`src/rtl/wasm_mem_pkg.sv`:
```
`default_nettype none
// ============================================================================
// Module   : wasm_mem_pkg
// Purpose  : Shared definitions for the genrom read-port arbiter:
//            - the arbiter state encoding
//            - the data-width helper (2**MEM_EXTRA*8)
//            - well-known requester indices
// Ports    : none (package)
// Revision : 1.0 - initial release
// ============================================================================
package wasm_mem_pkg;

  // IDLE: no transaction, WAIT: ROM access in flight, RESP: ack cycle
  typedef enum logic [1:0] {
    ARB_IDLE = 2'd0,
    ARB_WAIT = 2'd1,
    ARB_RESP = 2'd2
  } arb_state_e;

  localparam int REQ_FETCH = 0;
  localparam int REQ_DATA  = 1;

  // Data width is the burst size in bytes times eight.
  function automatic int data_width(input int mem_extra);
    return (2 ** mem_extra) * 8;
  endfunction

endpackage
`default_nettype wire

```
`src/rtl/wasm_rr_picker.sv`:
```
`default_nettype none
// ============================================================================
// Module   : wasm_rr_picker
// Purpose  : Combinational rotating-priority picker. The first set request
//            at or above ptr_i wins; if none, the search wraps to index 0.
// Ports    : req_i   [NUM_REQ-1:0]  candidate request vector
//            ptr_i   [PTR_W-1:0]    index with highest priority
//            gnt_o   [NUM_REQ-1:0]  one-hot winner (zero when none)
//            valid_o                a winner exists
// Revision : 1.0 - initial release
// ============================================================================
module wasm_rr_picker #(
  parameter int NUM_REQ = 2,
  parameter int PTR_W   = 1
) (
  input  logic [NUM_REQ-1:0] req_i,
  input  logic [PTR_W-1:0]   ptr_i,
  output logic [NUM_REQ-1:0] gnt_o,
  output logic               valid_o
);

  logic w_found;

  always_comb begin
    gnt_o   = '0;
    w_found = 1'b0;
    // First pass: indices at or above the pointer.
    for (int i = 0; i < NUM_REQ; i++) begin
      if (!w_found && req_i[i] && (PTR_W'(i) >= ptr_i)) begin
        gnt_o[i] = 1'b1;
        w_found  = 1'b1;
      end
    end
    // Second pass: wrap around to the indices below the pointer.
    for (int i = 0; i < NUM_REQ; i++) begin
      if (!w_found && req_i[i] && (PTR_W'(i) < ptr_i)) begin
        gnt_o[i] = 1'b1;
        w_found  = 1'b1;
      end
    end
    valid_o = w_found;
  end

endmodule
`default_nettype wire

```
`src/rtl/wasm_mem_arbiter.sv`:
```
`default_nettype none
// ============================================================================
// Module   : wasm_mem_arbiter
// Purpose  : Shares the single genrom read port between NUM_REQ requesters
//            (index 0 = instruction fetch). Each transaction issues the
//            owner's address/extra/window onto mem_*, waits ROM_LATENCY
//            cycles, captures mem_data/mem_error and pulses ack for one
//            cycle. Back-to-back issue straight from the ack cycle.
// Ports    : clk_i, reset_i (async, active-high)
//            req_i / req_addr_i / req_extra_i / req_lower_i / req_upper_i
//            gnt_o, ack_o, rdata_o, rerror_o        requester side
//            mem_addr_o/extra_o/lower_o/upper_o     to genrom
//            mem_data_i, mem_error_i                from genrom
// Config   : WASM_MEM_ARB_FIXED_PRIO_EN - fixed priority (lowest index
//            wins) instead of round-robin.
// Revision : 1.0 - initial release
// ============================================================================
module wasm_mem_arbiter
  import wasm_mem_pkg::*;
#(
  parameter int MEM_ADDR    = 4,
  parameter int MEM_EXTRA   = 4,
  parameter int NUM_REQ     = 2,
  parameter int ROM_LATENCY = 1,
  localparam int DATA_W     = data_width(MEM_EXTRA),
  localparam int AW         = MEM_ADDR + 1
) (
  input  logic                         clk_i,
  input  logic                         reset_i,
  input  logic [NUM_REQ-1:0]           req_i,
  input  logic [NUM_REQ*AW-1:0]        req_addr_i,
  input  logic [NUM_REQ*MEM_EXTRA-1:0] req_extra_i,
  input  logic [NUM_REQ*AW-1:0]        req_lower_i,
  input  logic [NUM_REQ*AW-1:0]        req_upper_i,
  output logic [NUM_REQ-1:0]           gnt_o,
  output logic [NUM_REQ-1:0]           ack_o,
  output logic [DATA_W-1:0]            rdata_o,
  output logic                         rerror_o,
  output logic [AW-1:0]                mem_addr_o,
  output logic [MEM_EXTRA-1:0]         mem_extra_o,
  output logic [AW-1:0]                mem_lower_o,
  output logic [AW-1:0]                mem_upper_o,
  input  logic [DATA_W-1:0]            mem_data_i,
  input  logic                         mem_error_i
);

  localparam int PTR_W = $clog2(NUM_REQ);
  localparam int CNT_W = 3;

  arb_state_e               state_q, state_d;
  logic [CNT_W-1:0]         lat_cnt_q, lat_cnt_d;
  logic [NUM_REQ-1:0]       gnt_q, gnt_d;
  logic [NUM_REQ-1:0]       ack_q, ack_d;
  logic [DATA_W-1:0]        rdata_q, rdata_d;
  logic                     rerror_q, rerror_d;
  logic [AW-1:0]            mem_addr_q, mem_addr_d;
  logic [MEM_EXTRA-1:0]     mem_extra_q, mem_extra_d;
  logic [AW-1:0]            mem_lower_q, mem_lower_d;
  logic [AW-1:0]            mem_upper_q, mem_upper_d;
  logic [PTR_W-1:0]         rr_ptr_d;

  logic [NUM_REQ-1:0]       w_pick_req;
  logic [NUM_REQ-1:0]       w_pick_gnt;
  logic                     w_pick_valid;
  logic [PTR_W-1:0]         w_ptr;
  logic                     w_issue;

`ifdef WASM_MEM_ARB_FIXED_PRIO_EN
  // Fixed priority: search always starts at index 0; no pointer state.
  assign w_ptr = '0;
`else
  logic [PTR_W-1:0] rr_ptr_q;

  assign w_ptr = rr_ptr_q;

  always_ff @(posedge clk_i or posedge reset_i) begin
    if (reset_i) rr_ptr_q <= '0;
    else         rr_ptr_q <= rr_ptr_d;
  end
`endif

  // In RESP the owner still holds req during its ack cycle, so it is
  // masked out of the back-to-back decision.
  assign w_pick_req = (state_q == ARB_RESP) ? (req_i & ~gnt_q) : req_i;

  wasm_rr_picker #(
    .NUM_REQ (NUM_REQ),
    .PTR_W   (PTR_W)
  ) u_picker (
    .req_i   (w_pick_req),
    .ptr_i   (w_ptr),
    .gnt_o   (w_pick_gnt),
    .valid_o (w_pick_valid)
  );

  always_comb begin
    state_d     = state_q;
    lat_cnt_d   = lat_cnt_q;
    gnt_d       = gnt_q;
    ack_d       = '0;
    rdata_d     = rdata_q;
    rerror_d    = rerror_q;
    mem_addr_d  = mem_addr_q;
    mem_extra_d = mem_extra_q;
    mem_lower_d = mem_lower_q;
    mem_upper_d = mem_upper_q;
    rr_ptr_d    = w_ptr;
    w_issue     = 1'b0;

    case (state_q)
      ARB_IDLE: begin
        w_issue = w_pick_valid;
      end
      ARB_WAIT: begin
        if (lat_cnt_q == CNT_W'(ROM_LATENCY - 1)) begin
          rdata_d   = mem_data_i;
          rerror_d  = mem_error_i;
          lat_cnt_d = '0;
          state_d   = ARB_RESP;
          // An owner that withdrew its request gets no ack; the ROM
          // result is still captured.
          ack_d     = gnt_q & req_i;
        end else begin
          lat_cnt_d = lat_cnt_q + 1'b1;
        end
      end
      ARB_RESP: begin
        gnt_d = '0;
        if (w_pick_valid) w_issue = 1'b1;
        else              state_d = ARB_IDLE;
      end
      default: begin
        state_d = ARB_IDLE;
        gnt_d   = '0;
      end
    endcase

    if (w_issue) begin
      state_d   = ARB_WAIT;
      lat_cnt_d = '0;
      gnt_d     = w_pick_gnt;
      for (int i = 0; i < NUM_REQ; i++) begin
        if (w_pick_gnt[i]) begin
          mem_addr_d  = req_addr_i[i*AW +: AW];
          mem_extra_d = req_extra_i[i*MEM_EXTRA +: MEM_EXTRA];
          mem_lower_d = req_lower_i[i*AW +: AW];
          mem_upper_d = req_upper_i[i*AW +: AW];
          rr_ptr_d    = PTR_W'((i + 1) % NUM_REQ);
        end
      end
    end
  end

  always_ff @(posedge clk_i or posedge reset_i) begin
    if (reset_i) begin
      state_q     <= ARB_IDLE;
      lat_cnt_q   <= '0;
      gnt_q       <= '0;
      ack_q       <= '0;
      rdata_q     <= '0;
      rerror_q    <= 1'b0;
      mem_addr_q  <= '0;
      mem_extra_q <= '0;
      mem_lower_q <= '0;
      mem_upper_q <= '1;
    end else begin
      state_q     <= state_d;
      lat_cnt_q   <= lat_cnt_d;
      gnt_q       <= gnt_d;
      ack_q       <= ack_d;
      rdata_q     <= rdata_d;
      rerror_q    <= rerror_d;
      mem_addr_q  <= mem_addr_d;
      mem_extra_q <= mem_extra_d;
      mem_lower_q <= mem_lower_d;
      mem_upper_q <= mem_upper_d;
    end
  end

  assign gnt_o       = gnt_q;
  assign ack_o       = ack_q;
  assign rdata_o     = rdata_q;
  assign rerror_o    = rerror_q;
  assign mem_addr_o  = mem_addr_q;
  assign mem_extra_o = mem_extra_q;
  assign mem_lower_o = mem_lower_q;
  assign mem_upper_o = mem_upper_q;

endmodule
`default_nettype wire

```
`config.mk`:
```
export PLATFORM = sky130hd
export DESIGN_NAME = wasm_mem_arbiter
export DESIGN_NICKNAME = d
export VERILOG_FILES = /design/src/rtl/wasm_mem_pkg.sv /design/src/rtl/wasm_rr_picker.sv /design/src/rtl/wasm_mem_arbiter.sv
export SDC_FILE = /design/constraint.sdc
export NUM_CORES = 1
export LEC_CHECK = 0
export ABC_CLOCK_PERIOD_IN_PS = 4800
export BUFFER_PORTS_ARGS = -buffer_cell sky130_fd_sc_hd__buf_2
export CORE_ASPECT_RATIO = 0.6
export CORE_MARGIN = 2
export CORE_UTILIZATION = 42
export CTS_BUF_LIST = sky130_fd_sc_hd__clkbuf_4 sky130_fd_sc_hd__clkbuf_8
export CTS_CLUSTER_SIZE = 24
export DETAILED_ROUTE_END_ITERATION = 10
export PLACE_DENSITY = 0.81
export SETUP_SLACK_MARGIN = 0.3
export SYNTH_ARGS = -nofsm -noshare
export SYNTH_HDL_FRONTEND = slang
export SYNTH_SLANG_ARGS = --single-unit
```
`constraint.sdc`:
```
create_clock -name clk_i -period 4.8 [get_ports clk_i]
set_input_delay 0.96 -clock clk_i [delete_from_list [all_inputs] [get_ports clk_i]]
set_output_delay 0.96 -clock clk_i [all_outputs]
set_load 0.02 [all_outputs]
```
* Word level (Yosys, flattened, before mapping)
Index checks and enable logic that the tools add are counted.
** Storage, ports and cells
- Word-level logic and storage cells :: 74
- Flip-flop bits (word level) :: 158
- Output and inout bits :: 152
** Operators by class
- Equal/unequal tests :: 6
- Reductions and logical operators :: 18
- $add $sub $neg :: 1
- Multiplexer cells :: 31
- Bitwise gates (word level) :: 3
- Order comparisons :: 4
** Operators with widths (number)
- 2-to-1 mux 5 bit :: 6
- 2-to-1 mux 2 bit :: 8
- 2-to-1 mux 1 bit :: 10
- 2-to-1 mux 3 bit :: 3
- 2-to-1 mux 4 bit :: 2
- logical AND 1 bit :: 7
- != test 3 bit, second input constant :: 2
- one-hot mux 2 bit (3 select lines) :: 1
- AND 2 bit :: 2
- AND reduction 2 bit :: 2
- nonzero test 2 bit :: 2
- adder 3 x 1 -> 3 bit, second input constant :: 1
- logical NOT 1 bit :: 3
- logical NOT 3 bit :: 1
- AND reduction 3 bit :: 1
- == test 2 x 1 -> 1 bit, second input constant :: 1
- == test 2 bit, second input constant :: 1
- greater-or-equal comparator 1 bit, first input constant :: 2
- logical NOT 2 bit :: 1
- less-than comparator 1 bit, first input constant :: 2
- != test 2 x 1 -> 1 bit, second input constant :: 1
- != test 2 bit, second input constant :: 1
- NOT 2 bit :: 1
- one-hot mux 1 bit (2 select lines) :: 1
- OR reduction 2 bit :: 1

* Logic depth before layout (Yosys ltp)
- Depth after elaboration :: 21
- Depth in mapped cells :: 6
- Gate-level depth less buffers :: 5

* Hierarchy
Synthesis repeated with hierarchy kept, for this count alone.
** Second synthesis, totals
- Cells, all modules :: 380
- Area, all modules :: 6286.0 um^2
** Modules (own cells, without submodules)
- wasm_mem_arbiter :: cells each 376, times used 1, area an instance 6261.0 um^2
- wasm_rr_picker :: cells each 4, times used 1, area an instance 25.0 um^2

* Least setup slack after synthesis
No wires, ideal clock.
- Kind :: in2reg
- Start :: input req_i[1]
- End :: register mem_extra_q[3] (netlist: mem_extra_o[3])
- Buffers on the path :: 1
- Setup slack :: 2.903 ns
- Arrival :: 1.820 ns
- Cell stages on the path :: 5
- Data required time :: 4.723 ns
- Cell sequence :: nor2b_1 a32oi_1 buf_2 a21oi_1 a21oi_1
** Between the ends
- Word-level cells in the longest chain between the ends :: 16
- Elaborated cells on any way between the ends :: 21
** RTL lines
- start: declaration :: RTL line wasm_mem_arbiter.sv:30 : input logic [NUM_REQ-1:0] req_i,
- AND 2 bit :: RTL line wasm_mem_arbiter.sv:84 : assign w_pick_req = (state_q == ARB_RESP) ? (req_i & ~gnt_q) : req_i;
- 2-to-1 mux 2 bit * :: RTL line wasm_mem_arbiter.sv:84
- logical AND 1 bit (2 in series) :: RTL line wasm_rr_picker.sv:29 : if (!w_found && req_i[i] && (PTR_W'(i) >= ptr_i)) begin
- 2-to-1 mux 1 bit :: RTL line wasm_rr_picker.sv:29
- logical NOT 1 bit :: RTL line wasm_rr_picker.sv:36 : if (!w_found && req_i[i] && (PTR_W'(i) < ptr_i)) begin
- logical AND 1 bit (2 in series) :: RTL line wasm_rr_picker.sv:36
- 2-to-1 mux 1 bit :: RTL line wasm_rr_picker.sv:36
- logical NOT 1 bit :: RTL line wasm_rr_picker.sv:36
- logical AND 1 bit (2 in series) :: RTL line wasm_rr_picker.sv:36
- 2-to-1 mux 1 bit :: RTL line wasm_rr_picker.sv:36
- 2-to-1 mux 1 bit :: RTL line wasm_mem_arbiter.sv:129 : if (w_pick_valid) w_issue = 1'b1;
- one-hot mux 1 bit (2 select lines) :: RTL line wasm_mem_arbiter.sv:110 : case (state_q)
- AND reduction 2 bit (no source line)
- end signal: assignment :: RTL line wasm_mem_arbiter.sv:174 : mem_extra_q <= mem_extra_d;
- end: declaration :: RTL line wasm_mem_arbiter.sv:57 : logic [MEM_EXTRA-1:0] mem_extra_q, mem_extra_d;
Every way passes the cells marked *; elsewhere a longest branch is shown, timed or not.
A chain may end at the register's enable or synchronous reset.

* Final worst setup path
- Start :: register mem_upper_q[4] (netlist: mem_upper_o[4])
- End :: output mem_upper_o[4]
** RTL lines
- start: declaration :: RTL line wasm_mem_arbiter.sv:59 : logic [AW-1:0] mem_upper_q, mem_upper_d;
- start signal: assignment :: RTL line wasm_mem_arbiter.sv:176 : mem_upper_q <= mem_upper_d;
- end: declaration :: RTL line wasm_mem_arbiter.sv:42 : output logic [AW-1:0] mem_upper_o,
No word-level cell between the ends.

==> out/qor.tcl <==
set qor(outcome) {completed}
set qor(syn_inst) 420
set qor(drt.antenna.violating_nets) 0
set qor(placeableCoreArea_mm2) 0.0144
set qor(final_setup_violation_count) 0
set qor(final_area_mm2) 0.00831
set qor(worst_path_dominant_cell_family) {flip-flops}
set qor(final-instance-count-excl-fill) 956
set qor(finalWeightedCongestion) 0.810
set qor(syn_avg_cell_area_um2) 14.6
set qor(drc) 0
set qor(worst_setup_path_start_kind) {flop}
set qor(critical_path_arrival_ps) 1110
set qor(dr.first_iter.drc_count) 198
set qor(clk-insertion-delay-late_ps) 420
set qor(totalWireLength_um) 14600
set qor(boundaryPins) 323
set qor(detailedRoute.firstPassIterationCount) 4
set qor(worstPathCellList) {buf_2}
set qor(route.vias.total) 4538
set qor(power.density_mw_per_mm2) 750
set qor(critical_path.slowest_cell) {sky130_fd_sc_hd__dfstp_2}
set qor(finalCoreUtilization_pct) 57.8
set qor(cts_made_buffers) 17
set qor(finClkSkew_ps) 15.2
set qor(clkSinkCount) 158
set qor(grtUsageTotal_pct) 18.6
set qor(num-fill-cells) 1230
set qor(layout_min_cycle_time_ps) 2070
set qor(mostFrequentLayoutCell) {sky130_fd_sc_hd__buf_2}
set qor(unrepaired_setup_endpoints_after_global_routing) {no}
set qor(cts_tree) {built}
set qor(cts.reportedPaths.clkPinSlew_ps) 90
set qor(timing.final.hold_violations) 0
set qor(postCtsSetupRepairBufs) 0
set qor(timing.slew.headroom_pct) 40.4
set qor(viasPerCell) 4.75
set qor(asyncSetResetFlopFracSynth_pct) 100
set qor(layout_setup_ws_ps) 2730
set qor(mappedNetlistNets) 593
set qor(slew_violations) 0
set qor(crit_fanout) 2
set qor(fmax_mhz) 483
set qor(clock_path_buffers) 2
set qor(post-place-cells) 923
set qor(post_synth_num_cell_types) 30
set qor(grt-ovfl-total) 0
set qor(grt_pass1_wl_um) 23100
set qor(drive_above_1_share_pct) 55.7
set qor(nNetsFinal) 917
set qor(layout_worst_path_cycle_share_pct) 43.2
set qor(synth-seq-area-share_pct) 64.6
set qor(hold_path_class) {primary input to async pin}
set qor(yosysWarnings) 0
set qor(cts-hold-fix-buffers) 0
set qor(cp-end-kind) {output pin}
set qor(p_leak_nw) 4.10
set qor(grt_pass1_vias) 4650
set qor(area_growth_from_synthesis_to_layout_pct) 35.4
set qor(maximum_number_of_pins_on_one_net_before_global_route_repair) 100
set qor(clock_tree.root_cell) {sky130_fd_sc_hd__clkbuf_8}
set qor(die_area_mm2) 0.0156
set qor(placement.setup.worst_slack_ps) 2450
set qor(final_cell_mix) {sky130_fd_sc_hd__buf_2, sky130_fd_sc_hd__dfrtp_1, sky130_fd_sc_hd__mux2_1}
set qor(slowest_delay_ps) 540
set qor(cp.buffers_inverters) 1
set qor(syn-cell-area_mm2) 0.00613
set qor(maxCapViolCount) 0
set qor(critical_path_required_ps) 3840
set qor(dpl.hpwl_um) 10800
set qor(port_buffers) 322
set qor(postCtsResizedCells) 0
set qor(worst-setup-path-type) {flop to output pin}
set qor(count_of_standard_cell_rows) 34
set qor(synth_enable_flop_cells) 0
set qor(routedWlPerCell_um) 15.2
set qor(initial_core_util_pct) 42.7
set qor(fp.dieW_um) 160
set qor(max_slew.worst_pin.slew_ps) 894
set qor(placedInstanceArea_mm2) 0.00793
set qor(max-vdd-ir-drop_mv) 0.349
set qor(synth_top_flop_cell) {sky130_fd_sc_hd__dfrtp_1}
set qor(yosys_register_bits) 158
set qor(antenna_found_initial) 2
set qor(die_h_um) 97.6
set qor(tns_ps) 0
set qor(clock_tree.htree_level_count) 4
-- flip-flops by register name (all words and copies together), names as in the netlist --
register	count
mem_upper_o	5
gnt_o	2
rdata_o	128
mem_extra_o	4
lat_cnt_q	3
mem_lower_o	5
rerror_o	1
rr_ptr_q	1
mem_addr_o	5
state_q	2
ack_o	2
-- synthesized netlist by cell type, drive strengths merged (3+ instances only) --
master	count	share of area (%)
a21oi	40	3.3
buf	19	2.0
clkbuf	3	0.18
dfrtp	153	62
dfstp	5	2.1
inv	5	0.31
mux2	129	24
nand2	21	1.3
nor2	20	1.2
-- worst reg2reg max path, cell delays in order, from the launching register on --
cell	delay (ps)
sky130_fd_sc_hd__dfrtp_1	390
sky130_fd_sc_hd__inv_1	90
sky130_fd_sc_hd__ha_1	200
sky130_fd_sc_hd__nor3b_4	250
sky130_fd_sc_hd__buf_12	460
sky130_fd_sc_hd__mux2_2	450
-- report_power, final --
part | switching (mW) | internal [mW]
Sequential | 0.331 | 2.02
Combinational | 1.75 | 1.19
Clock | 0.507 | 0.425
Total | 2.59 | 3.64
-- per-layer routing --
metal,wire [um],global-route usage (%)
met1,6140,22.7
met2,7250,31.9
met3,994,5.63
met4,157,5.89
met5,10,0
-- per-stage QoR --
| step | hold WS [ps] | total power, mW |
|---|---|---|
| floorplan | 442 | 4.37 |
| global placement | 463 | 5.27 |
| detailed placement | 469 | 5.36 |
| CTS | 446 | 6.31 |
| global route | 460 | 6.62 |
| finish | 476 | 6.23 |
-- cells by family after synthesis --
group	after synthesis	share of synthesized area [%]
compound gates	51	4.79
fa+ha+maj	2	0.408
buf+inv	27	2.49
flops	158	64.6
mux	130	23.8
simple gates	52	3.92
-- worst paths after layout --
check / slack [ps] / from / cells after the start / to
setup reg to reg: 2860 / lat_cnt_q[0] / 5 / rdata_o[125]
min in group clk_i: 480 / rdata_o[54] / 1 / rdata_o[54]
hold reg to reg: 480 / rdata_o[54] / 1 / rdata_o[54]
setup / recovery: 2730 / mem_upper_o[4] / 1 / mem_upper_o[4]
hold / removal: 480 / reset_i / 2 / rdata_o[125]
max in group asynchronous: 3430 / reset_i / 3 / rdata_o[8]
-- layout make-up --
cell class	count	area, um2	share of cell area, %
Antenna cell	1	2.50	0.0301
Clock buffer	18	241	2.91
Clock inverter	14	133	1.60
Inverter	5	22.5	0.271
Multi-Input combinational cell	235	2030	24.4
Sequential cell	158	3960	47.7
Tap cell	198	248	2.98
Timing Repair Buffer	327	1670	20.1
No activity file was read; power rests on OpenSTA's default activity.
